**config.mk**
```make
export PLATFORM = sky130hd
export DESIGN_NAME = spi_controller
export DESIGN_NICKNAME = d
export VERILOG_FILES = /design/src/rtl/spi_controller.sv
export SDC_FILE = /design/constraint.sdc
export NUM_CORES = 1
export LEC_CHECK = 0
export CAP_MARGIN = 10
export CORE_ASPECT_RATIO = 1.1
export CORE_MARGIN = 4
export CORE_UTILIZATION = 45
export DETAILED_ROUTE_END_ITERATION = 16
export PLACE_DENSITY = 0.7
export SYNTH_ARGS = -nofsm -noshare
export SYNTH_HDL_FRONTEND = slang
export SYNTH_SLANG_ARGS = --single-unit
```
**constraint.sdc**
```tcl
create_clock -name clock_in -period 4.37 [get_ports clock_in]
set_input_delay 0.6555 -clock clock_in [delete_from_list [all_inputs] [get_ports clock_in]]
set_output_delay 0.6555 -clock clock_in [all_outputs]
set_load 0.05 [all_outputs]
```
**src/rtl/spi_controller.sv**
```systemverilog
// SPI initiator, mode 0, MSB first, active-low chip select.
// One chip-select window carries an opcode byte, a run of operand bytes
// pulled from a valid/ready stream, then a run of read-back bytes.
module spi_controller #(
    parameter int CLOCK_DIVIDER = 2,
    parameter int COUNT_WIDTH   = 16
) (
    input  logic                   clock_in,
    input  logic                   reset_n_in,
    input  logic                   start_in,
    input  logic [7:0]             opcode_in,
    input  logic [COUNT_WIDTH-1:0] wr_byte_count_in,
    input  logic [COUNT_WIDTH-1:0] rd_byte_count_in,
    input  logic [7:0]             wr_data_in,
    input  logic                   wr_data_valid_in,
    output logic                   wr_data_ready_out,
    output logic [7:0]             rd_data_out,
    output logic                   rd_data_valid_out,
    output logic                   busy_out,
    output logic                   done_out,
    output logic                   spi_select_out,
    output logic                   spi_clock_out,
    output logic                   spi_data_out,
    input  logic                   spi_data_in
);

    localparam int DIV_W = (CLOCK_DIVIDER > 1) ? $clog2(CLOCK_DIVIDER) : 1;
    localparam logic [DIV_W-1:0] DIV_LAST = DIV_W'(CLOCK_DIVIDER - 1);
    localparam logic [DIV_W-1:0] DIV_ONE  = DIV_W'(1);
    localparam logic [COUNT_WIDTH-1:0] CNT_ONE = COUNT_WIDTH'(1);

    typedef enum logic [2:0] {
        IDLE,
        SETUP,
        SHIFT,
        LOAD,
        HOLD,
        GAP
    } state_t;

    state_t                 state_reg, state_next;
    logic [DIV_W-1:0]       div_cnt_reg, div_cnt_next;
    logic [2:0]             bit_cnt_reg, bit_cnt_next;
    logic [COUNT_WIDTH-1:0] wr_left_reg, wr_left_next;
    logic [COUNT_WIDTH-1:0] rd_left_reg, rd_left_next;
    logic [7:0]             tx_shift_reg, tx_shift_next;
    logic [7:0]             rx_shift_reg, rx_shift_next;
    logic                   is_read_reg, is_read_next;
    logic                   sclk_reg, sclk_next;
    logic                   cs_reg, cs_next;
    logic                   done_reg, done_next;
    logic [7:0]             rd_data_reg, rd_data_next;
    logic                   rd_valid_reg, rd_valid_next;

    logic [7:0]             tx_shl;
    logic [7:0]             rx_shl;
    logic                   div_last;

    // Bit-wise shift networks: transmit moves toward the MSB and drops in a
    // zero, receive moves toward the MSB and drops in the sampled MISO bit.
    generate
        for (genvar gi = 0; gi < 8; gi++) begin : gen_shift
            if (gi == 0) begin : gen_lsb
                assign tx_shl[gi] = 1'b0;
                assign rx_shl[gi] = spi_data_in;
            end else begin : gen_upper
                assign tx_shl[gi] = tx_shift_reg[gi-1];
                assign rx_shl[gi] = rx_shift_reg[gi-1];
            end
        end
    endgenerate

    assign div_last = (div_cnt_reg == DIV_LAST);

    // State and datapath registers; reset drops the bus to idle immediately.
    always_ff @(posedge clock_in or negedge reset_n_in) begin
        if (!reset_n_in) begin
            state_reg    <= IDLE;
            div_cnt_reg  <= '0;
            bit_cnt_reg  <= '0;
            wr_left_reg  <= '0;
            rd_left_reg  <= '0;
            tx_shift_reg <= '0;
            rx_shift_reg <= '0;
            is_read_reg  <= 1'b0;
            sclk_reg     <= 1'b0;
            cs_reg       <= 1'b1;
            done_reg     <= 1'b0;
            rd_data_reg  <= '0;
            rd_valid_reg <= 1'b0;
        end else begin
            state_reg    <= state_next;
            div_cnt_reg  <= div_cnt_next;
            bit_cnt_reg  <= bit_cnt_next;
            wr_left_reg  <= wr_left_next;
            rd_left_reg  <= rd_left_next;
            tx_shift_reg <= tx_shift_next;
            rx_shift_reg <= rx_shift_next;
            is_read_reg  <= is_read_next;
            sclk_reg     <= sclk_next;
            cs_reg       <= cs_next;
            done_reg     <= done_next;
            rd_data_reg  <= rd_data_next;
            rd_valid_reg <= rd_valid_next;
        end
    end

    // Next-state logic: sequences the byte stream and paces SCLK phases.
    always_comb begin
        state_next    = state_reg;
        div_cnt_next  = div_cnt_reg;
        bit_cnt_next  = bit_cnt_reg;
        wr_left_next  = wr_left_reg;
        rd_left_next  = rd_left_reg;
        tx_shift_next = tx_shift_reg;
        rx_shift_next = rx_shift_reg;
        is_read_next  = is_read_reg;
        sclk_next     = sclk_reg;
        cs_next       = cs_reg;
        done_next     = 1'b0;
        rd_data_next  = rd_data_reg;
        rd_valid_next = 1'b0;

        case (state_reg)
            IDLE: begin
                if (start_in) begin
                    state_next    = SETUP;
                    cs_next       = 1'b0;
                    sclk_next     = 1'b0;
                    div_cnt_next  = '0;
                    bit_cnt_next  = '0;
                    tx_shift_next = opcode_in;
                    wr_left_next  = wr_byte_count_in;
                    rd_left_next  = rd_byte_count_in;
                    is_read_next  = 1'b0;
                end
            end

            SETUP: begin
                if (div_last) begin
                    div_cnt_next = '0;
                    state_next   = SHIFT;
                end else begin
                    div_cnt_next = div_cnt_reg + DIV_ONE;
                end
            end

            SHIFT: begin
                if (!div_last) begin
                    div_cnt_next = div_cnt_reg + DIV_ONE;
                end else begin
                    div_cnt_next = '0;
                    if (!sclk_reg) begin
                        // Rising edge: the peripheral's bit is stable here.
                        sclk_next     = 1'b1;
                        rx_shift_next = rx_shl;
                    end else begin
                        // Falling edge: advance to next bit or next byte.
                        sclk_next = 1'b0;
                        if (bit_cnt_reg == 3'd7) begin
                            bit_cnt_next  = '0;
                            tx_shift_next = '0;
                            if (is_read_reg) begin
                                rd_data_next  = rx_shift_reg;
                                rd_valid_next = 1'b1;
                            end
                            if (wr_left_reg != '0) begin
                                wr_left_next = wr_left_reg - CNT_ONE;
                                state_next   = LOAD;
                            end else if (rd_left_reg != '0) begin
                                rd_left_next = rd_left_reg - CNT_ONE;
                                is_read_next = 1'b1;
                            end else begin
                                state_next = HOLD;
                            end
                        end else begin
                            bit_cnt_next  = bit_cnt_reg + 3'd1;
                            tx_shift_next = tx_shl;
                        end
                    end
                end
            end

            LOAD: begin
                if (wr_data_valid_in) begin
                    tx_shift_next = wr_data_in;
                    state_next    = SHIFT;
                    div_cnt_next  = '0;
                    is_read_next  = 1'b0;
                end
            end

            HOLD: begin
                if (div_last) begin
                    div_cnt_next = '0;
                    cs_next      = 1'b1;
                    done_next    = 1'b1;
                    state_next   = GAP;
                end else begin
                    div_cnt_next = div_cnt_reg + DIV_ONE;
                end
            end

            GAP: begin
                if (div_last) begin
                    div_cnt_next = '0;
                    state_next   = IDLE;
                end else begin
                    div_cnt_next = div_cnt_reg + DIV_ONE;
                end
            end

            default: begin
                state_next = IDLE;
                cs_next    = 1'b1;
                sclk_next  = 1'b0;
            end
        endcase
    end

    assign wr_data_ready_out = (state_reg == LOAD);
    assign busy_out          = (state_reg != IDLE);
    assign done_out          = done_reg;
    assign rd_data_out       = rd_data_reg;
    assign rd_data_valid_out = rd_valid_reg;
    assign spi_select_out    = cs_reg;
    assign spi_clock_out     = sclk_reg;
    assign spi_data_out      = tx_shift_reg[7];

endmodule

```
==> results.sh, run 1 <==
export IMPL_post_route_util=0.577
export IMPL_drtIter0Drc=234
export IMPL_worst_slew_pin_transition_ps=981
export IMPL_seqPwrFrac=0.387
export IMPL_clk_pin_slew_ps=80
export IMPL_pwr_share_clk=0.199
export IMPL_p_leak_nw=1.94
export IMPL_synth_top_area_share=0.421
export IMPL_wl_per_cell_um=16.5
export IMPL_postCtsSetupRepairBufs=0
export IMPL_combPwrFrac=0.414
export IMPL_dp_hpwl_mm=6.91
export IMPL_port_buffers=67
export IMPL_peakVddDrop_v=0.000288
export IMPL_finalSetupTns_ps=0
export IMPL_r2r_cells=5
export IMPL_syn_nets=480
export IMPL_yosys_warnings=0
export IMPL_diodes=0
export IMPL_synth_edff_count=0
export IMPL_required_ps=3710
export IMPL_path_class="reg2out"
export IMPL_clock_root_buffer="clkbuf_8"
export IMPL_antenna_found_initial=0
export IMPL_yosysUniqueCellTypes=68
export IMPL_core_area_mm2=0.00850
export IMPL_dp_cells=578
export IMPL_synth_flop_cell="dfrtp_1"
export IMPL_hold_path_class="in2async"
export IMPL_synth_compound_gate_area_share=0.221
export IMPL_maxSlewViolCount=0
export IMPL_finalHoldViolCount=0
export IMPL_area_growth_pct=23.1
export IMPL_wl_mm=9.77
export IMPL_clock_latency_ps=350
export IMPL_final_nets=537
export IMPL_antenna_left=0
export IMPL_max_freq_ghz=0.315
export IMPL_yosys_area_share_adder=0.0189
export IMPL_placedInstanceArea_mm2=0.00468
export IMPL_switchingPower_mw=1.24
export IMPL_layout_min_cycle_time_ps=3180
export IMPL_cts_htree_levels=3
export IMPL_start_kind="flip-flop"
export IMPL_grt_max_degree=44
export IMPL_grt_pass1_wl_mm=16.2
export IMPL_clock_path_buffers=2
export IMPL_rsz0062_at_grt="false"
export IMPL_dp_slack_ps=1520
export IMPL_cts_resized_gates=0
export IMPL_drc=0
export IMPL_async_reset_ff_frac=1.00
export IMPL_cts_tree="built"
export IMPL_sw_frac_of_total=0.421
export IMPL_finalSetupViolCount=0
export IMPL_max_slew_margin=0.346
export IMPL_setup_slack_ps=1190
export IMPL_ios=68
export IMPL_cellPowerDensity_mw_per_mm2=600
export IMPL_cts_sinks=68
export IMPL_reg2reg_slack_ps=1670
export IMPL_fin_cells=594
export IMPL_worst_endpoint_arrival_ps=2520
export IMPL_finalInstanceArea_mm2=0.00490
export IMPL_via_per_inst=5.93
export IMPL_synth_xor_area_frac=0
export IMPL_initial_core_util=0.469
export IMPL_grt_pass1_vias=3354
export IMPL_die_y_um=107
export IMPL_intPower_mw=1.70
export IMPL_setup_worst_path_end_class="primary output"
export IMPL_cts_buffers=9
export IMPL_fin_total_pwr_mw=2.94
export IMPL_synthMuxAreaShare=0.0581
export IMPL_ys_seq_elements=68
export IMPL_syn_area_per_cell_um2=9.46
export IMPL_post_synth_top_area_cell="dfrtp_1"
export IMPL_grt_usage=0.190
export IMPL_status="completed"
export IMPL_drv_cap=0
export IMPL_dieArea_mm2=0.0104
export IMPL_synthTopCellsByArea="dfrtp_1 42%, mux2_2 4.8%, nor2_1 3.7%, a21oi_1 3.6%, nand2_1 3.4%"
export IMPL_hold_slack_ps=461
export IMPL_netlist_area_mm2=0.00398
export IMPL_place_gp_congestion=0.875
export IMPL_drive_gt1_frac=0.135
export IMPL_grt_ovfl_total=0
export IMPL_cts_hold_buf=0
export IMPL_worstPathMaxFanout=20
export IMPL_fin_crit_sh=0.727
export IMPL_synth_cells=421
export IMPL_ys_seq_area_frac=0.428
export IMPL_num_vias=3524
export IMPL_synth_simple_area_share=0.232
export IMPL_synth_top_family_by_area="simple AND/OR/NAND/NOR gates"
export IMPL_clock_skew_final_ps=10.6
export IMPL_fp_dieW_um=97.7
export IMPL_rows=35
export IMPL_first_pass_iters=5
==> layout make-up <==
| cell class | count | area, µm² |
|---|---|---|
| sequential | 68 | 1700 |
| clock buffer | 9 | 124 |
| timing repair buffer | 70 | 688 |
| clock inverter | 7 | 98.8 |
| tap | 111 | 139 |
| inverter | 10 | 37.5 |
| fill | 773 | 3590 |
| multi-input combinational | 319 | 2110 |
==> per-layer routing <==
layer | vias to the layer above | track usage | share of wire
met5 | - | 0 | 0
met4 | 0 | 0.0722 | 0.020
met3 | 21 | 0.0442 | 0.070
met2 | 141 | 0.306 | 0.46
met1 | 1646 | 0.251 | 0.45
li1 | 1716 | - | -
==> critical path: stages, from the launching register on <==
cell	delay, ps
dfrtp_1	670
nand2b_1	380
nor2_1	270
clkdlybuf4s50_1	850
==> Yosys cell counts (all sizes together), types with 5 or more instances <==
library cell and instances:
nand4 5, o211ai 5, nor2 42, buf 13
a221oi 8, nand2b 7, mux2 17, ha 6
clkbuf 11, nor3 12, nand3 19, and3 7
a211oi 5, dfrtp 67, nor4 15, inv 9
a21oi 31, nand2 36, o21ai 23, a22oi 7
o22ai 6, or2 5
==> power groups by stage <==
stage	sequential (mW)	clock, mW	combinational [mW]
6_report	1.14	0.584	1.22
5_1_grt	1.18	0.630	1.37
4_1_cts	1.13	0.598	1.22
3_5_place_dp	1.14	0	1.22
3_3_place_gp	1.13	0	1.19
2_1_floorplan	1.08	0	0.983
==> placed cells by master (no fill, tap or decap), types with 3 or more instances in the layout <==
master / instances
clkdlybuf4s50_1: 66
o21ai_0: 22
nand2_1: 36
nand4_1: 5
and3_1: 7
buf_4: 3
a31oi_1: 4
nand3_1: 19
a32o_1: 4
mux2i_1: 4
inv_1: 9
nor3_1: 12
o211ai_1: 4
clkbuf_8: 9
a21oi_1: 29
o22ai_1: 6
nor4_1: 12
o31ai_1: 4
a22oi_1: 7
dfrtp_1: 67
or2_2: 5
a211oi_1: 4
or3_1: 3
nand2b_1: 7
mux2_2: 17
ha_1: 6
nor2_2: 3
and2_1: 3
o22a_1: 3
a221oi_1: 8
nor2_1: 39
==> kinds of logic after synthesis <==
kind of cell | count (synthesis)
AND/OR/NAND/NOR | 168
AO/OA/AOI/OAI | 124
flip-flops | 68
buffers and inverters | 34
multiplexers | 21
adder cells (fa/ha/maj) | 6
==> final timing paths <==
kind,from,to
setup reg to reg,state_reg[0],rd_data_out[6]
hold / removal,reset_n_in,rd_data_out[3]
max in group asynchronous,reset_n_in,spi_select_out
min in group clock_in,bit_cnt_reg[1],bit_cnt_reg[1]
hold reg to reg,bit_cnt_reg[1],bit_cnt_reg[1]
setup / recovery,state_reg[1],wr_data_ready_out
Power figures use the tool's default switching activity.
==> run 2, diff against run 1 <==
- PLACE_DENSITY: 0.7 -> 0.72
- clock period: 4.37 -> 2.86 ns (I/O delays scaled with it)
==> run 2 against run 1 <==
Final cell count up 2.2%. Power increased by 56%. Combinational power is 61% higher. Critical endpoint is now busy_out. Sequential share of layout area shrank 0.70 points. Global-route usage is 1.1 points higher. Setup slack worse by 950 ps. Largest power group unchanged. Die area unchanged. Register-to-register slack worse by 1100 ps. Routed wire length increased by 3.6%. Final area is 2.0% higher. Critical path type unchanged.
==> results.sh, run 2 (synthesis results as in run 1) <==
export IMPL_antenna_found_initial=0
export IMPL_fin_total_pwr_mw=4.59
export IMPL_die_y_um=107
export IMPL_drive_gt1_frac=0.155
export IMPL_drv_cap=0
export IMPL_switchingPower_mw=1.92
export IMPL_wl_per_cell_um=16.7
export IMPL_clock_skew_final_ps=8.92
export IMPL_status="completed"
export IMPL_wl_mm=10.1
export IMPL_grt_ovfl_total=0
export IMPL_combPwrFrac=0.427
export IMPL_grt_usage=0.201
export IMPL_cts_htree_levels=3
export IMPL_hold_path_class="in2async"
export IMPL_port_buffers=67
export IMPL_finalSetupTns_ps=0
export IMPL_final_nets=550
export IMPL_grt_pass1_wl_mm=17.1
export IMPL_cp_cell_sequence="clkinv_1, nand2_1, clkdlybuf4s50_1"
export IMPL_cts_resized_gates=0
export IMPL_postCtsSetupRepairBufs=0
export IMPL_max_freq_ghz=0.382
export IMPL_cp_slowest_cell="clkdlybuf4s50_1"
export IMPL_dieArea_mm2=0.0104
export IMPL_num_vias=3608
export IMPL_grt_max_degree=37
export IMPL_grt_pass1_vias=3523
export IMPL_setup_worst_path_end_class="primary output"
export IMPL_pwr_share_clk=0.199
export IMPL_fin_crit_sh=0.915
export IMPL_p_leak_nw=2.00
export IMPL_cp_num_buf_inv=2
export IMPL_worst_slew_pin_transition_ps=724
export IMPL_drtIter0Drc=232
export IMPL_rows=35
export IMPL_place_gp_congestion=0.916
export IMPL_first_pass_iters=5
export IMPL_ios=68
export IMPL_dp_hpwl_mm=7.16
export IMPL_core_area_mm2=0.00850
export IMPL_seqPwrFrac=0.373
export IMPL_rsz0062_at_grt="false"
export IMPL_finalSetupViolCount=0
export IMPL_cellPowerDensity_mw_per_mm2=919
export IMPL_maxSlewViolCount=0
export IMPL_multi_input_area_mm2=0.00211
export IMPL_fp_dieW_um=97.7
export IMPL_sw_frac_of_total=0.417
export IMPL_start_kind="flip-flop"
export IMPL_worst_endpoint_arrival_ps=2190
export IMPL_critPathMaxStageDelay_ps=800
export IMPL_n_fill_cell=759
export IMPL_clk_pin_slew_ps=80
export IMPL_final_cell_mix="67 x dfrtp_1, 65 x clkdlybuf4s50_1, 39 x nor2_1"
export IMPL_intPower_mw=2.68
export IMPL_cts_buffers=9
export IMPL_peakVddDrop_v=0.000287
export IMPL_layout_min_cycle_time_ps=2620
export IMPL_clock_latency_ps=360
export IMPL_cts_sinks=68
export IMPL_worstPathMaxFanout=11
export IMPL_max_slew_margin=0.513
export IMPL_cts_tree="built"
export IMPL_finalHoldViolCount=0
export IMPL_via_per_inst=5.94
export IMPL_required_ps=2430
export IMPL_diodes=0
export IMPL_area_growth_pct=25.6
export IMPL_initial_core_util=0.469
export IMPL_path_class="reg2out"
export IMPL_clock_path_buffers=2
export IMPL_drc=0
export IMPL_clock_root_buffer="clkbuf_8"
export IMPL_antenna_left=0
export IMPL_seqCellArea_mm2=0.00170
export IMPL_path_delay_family="buffers and inverters"
export IMPL_layout_commonest_cell="dfrtp_1"
run 2: metrics by stage:
stage	utilization	cells	hold WS (ps)	area [µm²]	worst slack, ps
2_1_floorplan	-	421	133	3980	519
3_3_place_gp	0.561	590	262	4770	529
3_5_place_dp	0.561	590	267	4770	465
4_1_cts	0.589	607	424	5000	227
5_1_grt	0.589	607	441	5000	125
6_report	0.589	607	439	5000	243
run 2: what timing repair did:
action                                 CTS  global route
endpoints found under the hold margin    5             0
setup endpoints to repair                0             0
hold buffers                             1             0
run 2: area by class of cell:
class / instances / area share
Tap cell: 111 / 0.0278
Timing Repair Buffer: 83 / 0.157
Multi-Input combinational cell: 319 / 0.422
Clock buffer: 11 / 0.0283
Inverter: 10 / 0.00750
Clock inverter: 5 / 0.0168
Sequential cell: 68 / 0.340
run 2: power by group through the flow:
stage	Clock, mW	Sequential (mW)	Combinational (mW)
floorplan	0	1.65	1.50
global placement	0	1.71	1.90
detailed placement	0	1.72	1.96
CTS	0.930	1.71	1.96
global route	0.976	1.78	2.22
finish	0.916	1.72	1.96
run 2: path summary, 6_finish.rpt:
path,slack (ps),endpoint,depth (start not counted),start
min,440,rd_data_valid_out,2,reset_n_in
max reg2reg,610,rd_left_reg[10],8,wr_left_reg[0]
max in group asynchronous,1720,rd_left_reg[7],3,reset_n_in
min reg2reg,500,bit_cnt_reg[2],2,bit_cnt_reg[2]
min in group clock_in,500,bit_cnt_reg[2],2,bit_cnt_reg[2]
max,240,busy_out,3,state_reg[2]
run 2: worst reg2reg max path: cells and delay by family (launching register included):
| family | cells | cell delay, ps |
|---|---|---|
| AND/OR/NAND/NOR | 4 | 900 |
| flip-flops | 1 | 410 |
| buffers and inverters | 2 | 360 |
| AO/OA/AOI/OAI | 1 | 290 |
| adder cells (fa/ha/maj) | 1 | 180 |
run 2: layer usage:
metal | GRT usage | wire (µm) | up-vias
li1 | - | - | 1741
met1 | 0.259 | 4390 | 1729
met2 | 0.333 | 4840 | 119
met3 | 0.0429 | 659 | 19
met4 | 0.0781 | 226 | 0
met5 | 0 | 0 | -
==> run 3, diff against run 2 <==
- GPL_ROUTABILITY_DRIVEN: not set -> 0
- TNS_END_PERCENT: not set -> 20
==> results of run 3 <==
Same layout as run 2: the final DEF is identical, and so are final timing and power.
==> patch 1 (flow settings as in run 3) <==
`rd_data_reg` no longer has a reset.
--- a/src/rtl/spi_controller.sv
+++ b/src/rtl/spi_controller.sv
@@ -86,7 +86,6 @@
             sclk_reg     <= 1'b0;
             cs_reg       <= 1'b1;
             done_reg     <= 1'b0;
-            rd_data_reg  <= '0;
             rd_valid_reg <= 1'b0;
         end else begin
             state_reg    <= state_next;
@@ -100,9 +99,12 @@
             sclk_reg     <= sclk_next;
             cs_reg       <= cs_next;
             done_reg     <= done_next;
-            rd_data_reg  <= rd_data_next;
             rd_valid_reg <= rd_valid_next;
         end
+    end
+
+    always_ff @(posedge clock_in) begin
+        rd_data_reg <= rd_data_next;
     end
 
     // Next-state logic: sequences the byte stream and paces SCLK phases.
Behaviour: same outputs for any inputs over 10 cycles, from zero or initial values and one cycle with reset_n_in low; that may be too few to reach the edited logic, so the function may still have changed.
==> patch 1 against run 3 <==
Cell area is 3.9% lower; total power fell by 5.9%; routed wire length fell by 7.8%; die area is 3.8% lower; setup slack improved by 0.081 ns; count of clock-buffer cells in the layout shrank 2; area after synthesis decreased by 4.1%; combinational power shrank 9%; critical endpoint is now wr_data_ready_out; sequential cell count unchanged; clock skew is 0.0036 ns higher; critical path depth rose by 1; final cell count fell by 1.2%; sequential share of layout area up 2.2 points; first-iteration DRC count grew 4.3%; critical path type unchanged.
==> patch 1: results <==
[critical_path]
critical_path_arrival_ns = 2.11
regToRegSetupSlack_ns = 0.44
setup.worst_path.end = wr_data_ready_out
reg2reg_depth = 6
cp-startpoint = state_reg[2]$_DFFE_PN0P_
critPathMaxStageDelay_ns = 0.83
r2r-end = wr_left_reg[7]$_DFFE_PN0P_
cp_max_fo = 10
reg2reg_from = state_reg[0]$_DFFE_PN0P_

[global_route]
track_usage_pct = 19.83
grt_util_met2_pct = 30.70
grt_pass1_vias = 3407
grt_pass1_wl_um = 16010
groute.layer.met3.usage_pct = 2.732
grt_max_degree = 34
met1_usage_pct = 28.04

[placement]
portBuffers = 67
dpl_cell_area_um2 = 4602
dp.cells = 584
dp_slack_ns = 0.3314
dp_hpwl_um = 6483

[clocking]
clkTransAtPathRegs_ns = 0.08

[pwr]
leakage_nw = 1.914
netSwitchingPower_mw = 1.826
vdd_ir_drop_max_mv = 0.4316

[synth]
synthTopCellsByCount = dfrtp_1, nand2_1, nor2_1
synth_nets = 481
synth_edf_count = 8
synthTopCellsByArea = dfrtp_1, edfxtp_1, a21oi_1
yosysSeqAreaShare_pct = 45.63
synth_cell_types = 59
async_flop_share_pct = 88.24
avgSynthCellArea_um2 = 9.052

[cells_and_area]
nets = 546
drive_above_1_share_pct = 10.77
final_cell_count_no_fill = 600

[route]
route.met3.wl_um = 579
avgViaCountPerCell = 5.870
wl_met2_um = 4387
drtPass1Iterations = 5
wl_um = 9335
wl_met1_um = 4241

[sta]
skew_ns = 0.01255
fmax_ghz = 0.3944
tightestPinTransition_ns = 0.6056
fin_hold_ws_ns = 0.01211

[run_status]
status = finished clean
[patch 1: logic make-up (layout without fill, tap and decap cells)]
kind of cell / after synthesis / after routing / share of synthesized area (%)
flops: 68 / 68 / 45.63
fa+ha+maj: 6 / 6 / 1.965
buf+inv: 37 / 107 / 4.160
compound gates: 131 / 131 / 21.68
mux: 10 / 10 / 2.915
simple gates: 170 / 170 / 23.65
[patch 1: layout make-up]
class,instances,area (µm²)
clock buffer,9,123.9
clock inverter,7,82.58
fill,718,3274
inverter,12,45.04
multi-input combinational,317,1923
sequential,68,1743
tap,108,135.1
timing repair buffer,79,755.7
[patch 1: power groups by stage]
stage | Clock [mW] | Sequential (mW) | Combinational (mW)
floorplan | 0 | 1.65 | 1.34
global placement | 0 | 1.71 | 1.72
detailed placement | 0 | 1.72 | 1.77
CTS | 0.858 | 1.70 | 1.78
global route | 0.900 | 1.77 | 2.02
finish | 0.840 | 1.71 | 1.78
==> patch 2 (settings of run 3) <==
Made on the original files. Set the parameter `CLOCK_DIVIDER` to 1 (it was 2).
--- a/src/rtl/spi_controller.sv
+++ b/src/rtl/spi_controller.sv
@@ -2,7 +2,7 @@
 // One chip-select window carries an opcode byte, a run of operand bytes
 // pulled from a valid/ready stream, then a run of read-back bytes.
 module spi_controller #(
-    parameter int CLOCK_DIVIDER = 2,
+    parameter int CLOCK_DIVIDER = 1,
     parameter int COUNT_WIDTH   = 16
 ) (
     input  logic                   clock_in,
Function: changed (a bounded check fails within 4 cycles, from zero or initial values and one cycle with reset_n_in low).
==> patch 2 against run 3 <==
Setup slack worse by 0.055 ns; final cell count is 0.49% lower; sequential cell count is 1 lower; area after synthesis is 2.2% lower; critical path depth is 1 higher; total power is 5.5% higher; via count is 0.44% higher; cell area is 2.8% lower; routed wire length is 2.2% lower; sequential power is 9% lower; fmax is 2.0% lower; sequential share of layout area is 0.46 points higher; largest cell class unchanged; largest power group unchanged.
==> patch 2: results <==
[sta]
fin_hold_ws_ns = 0.2650
skew_ns = 0.009599
tightestPinTransition_ns = 0.8643

[synth]
synth_cell_types = 64
synth_nets = 483
synthTopCellsByCount = dfrtp_1, nand2_1, o21ai_0
async_flop_share_pct = 100.0
yosysSeqAreaShare_pct = 43.08
avgSynthCellArea_um2 = 9.165
synthTopCellsByArea = dfrtp_1, o21ai_0, mux2_2

[route]
wl_per_cell_um = 16.39
drt_iter0_drc = 301
wl_um = 9899
vias = 3624
drtPass1Iterations = 4

[placement]
dp_hpwl_um = 6874
dp.cells = 588
portBuffers = 67
dpl_cell_area_um2 = 4681

[cells_and_area]
drive_above_1_share_pct = 12.17
nets = 546
areaGrowthSynthToFinish_pct = 24.86
fillerInstances = 751
diodes = 0

[run_status]
status = finished clean

[global_route]
grt_max_degree = 68
grt_pass1_vias = 3421
antenna_found_initial = 0
grt_pass1_wl_um = 16480
track_usage_pct = 19.41

[critical_path]
critical_path_arrival_ns = 2.24
cp_max_fo = 10
reg2reg_from = wr_left_reg[0]$_DFFE_PN0P_
reg2reg_depth = 7
r2r-end = rd_left_reg[6]$_DFFE_PN0P_
setup.worst_path.end = wr_data_ready_out
regToRegSetupSlack_ns = 0.49
cp-startpoint = state_reg[2]$_DFFE_PN0P_

[pwr]
vdd_ir_drop_max_mv = 0.6476
leakage_nw = 1.960

[clocking]
htree_levels = 3
cts.path.max_buffers = 2
post_cts_buffers = 0
clk_latency_ns = 0.35
cts-root-buf = clkbuf_8
cts_resized = 0
clkTransAtPathRegs_ns = 0.08

[worst_hold_path]
worstHoldPathType = primary input to asynchronous set/reset pin
## patch 2: changes by cell type after synthesis, sizes merged, moves of 8 or more
| cell | run 3 | this run |
|---|---|---|
| o21ai | 23 | 41 |
| nor3 | 12 | 25 |
| nor2 | 42 | 33 |
| a221oi | 8 | 0 |
| nand2 | 36 | 47 |
## patch 2: critical path: stages, from the launching register on
cell	delay, ns
dfrtp_1	0.50
inv_1	0.16
nand2_1	0.24
nor2_1	0.18
clkdlybuf4s50_1	0.82
## patch 2: area by class of cell
class                      count  share of cell area, %
timing repair buffer          76                  15.33
tap                          111                  2.856
clock inverter                 7                  1.209
inverter                       9                 0.6946
clock buffer                   9                  2.547
multi-input combinational    325                  42.86
sequential                    67                  34.50
## patch 2: per-stage QoR
step	worst slack [ns]	power, mW
after floorplan	0.7581	3.363
after global placement	0.5111	4.028
after detailed placement	0.5246	4.105
after CTS	0.1634	4.871
after global routing	0.05405	5.226
final	0.1887	4.848
## patch 2: power by group
group | switching, mW | internal, mW | total [mW]
Clock | 0.421 | 0.326 | 0.747
Sequential | 0.312 | 1.26 | 1.57
Combinational | 1.50 | 1.03 | 2.53
## patch 2: layer usage
metal	vias to the layer above	GRT usage [%]	routed length [µm]
met5	-	0	0
met4	0	4.614	67
met3	4	4.037	595
met2	122	32.50	4917
met1	1759	25.81	4319
li1	1739	-	-
## patch 2: cell families after synthesis
| group | synth area share (%) |
|---|---|
| adders and majority gates | 1.606 |
| DFF | 43.08 |
| muxes | 5.429 |
| AOI/OAI and AO/OA | 21.78 |
| buffers and inverters | 3.566 |
| and+or+nand+nor | 24.54 |
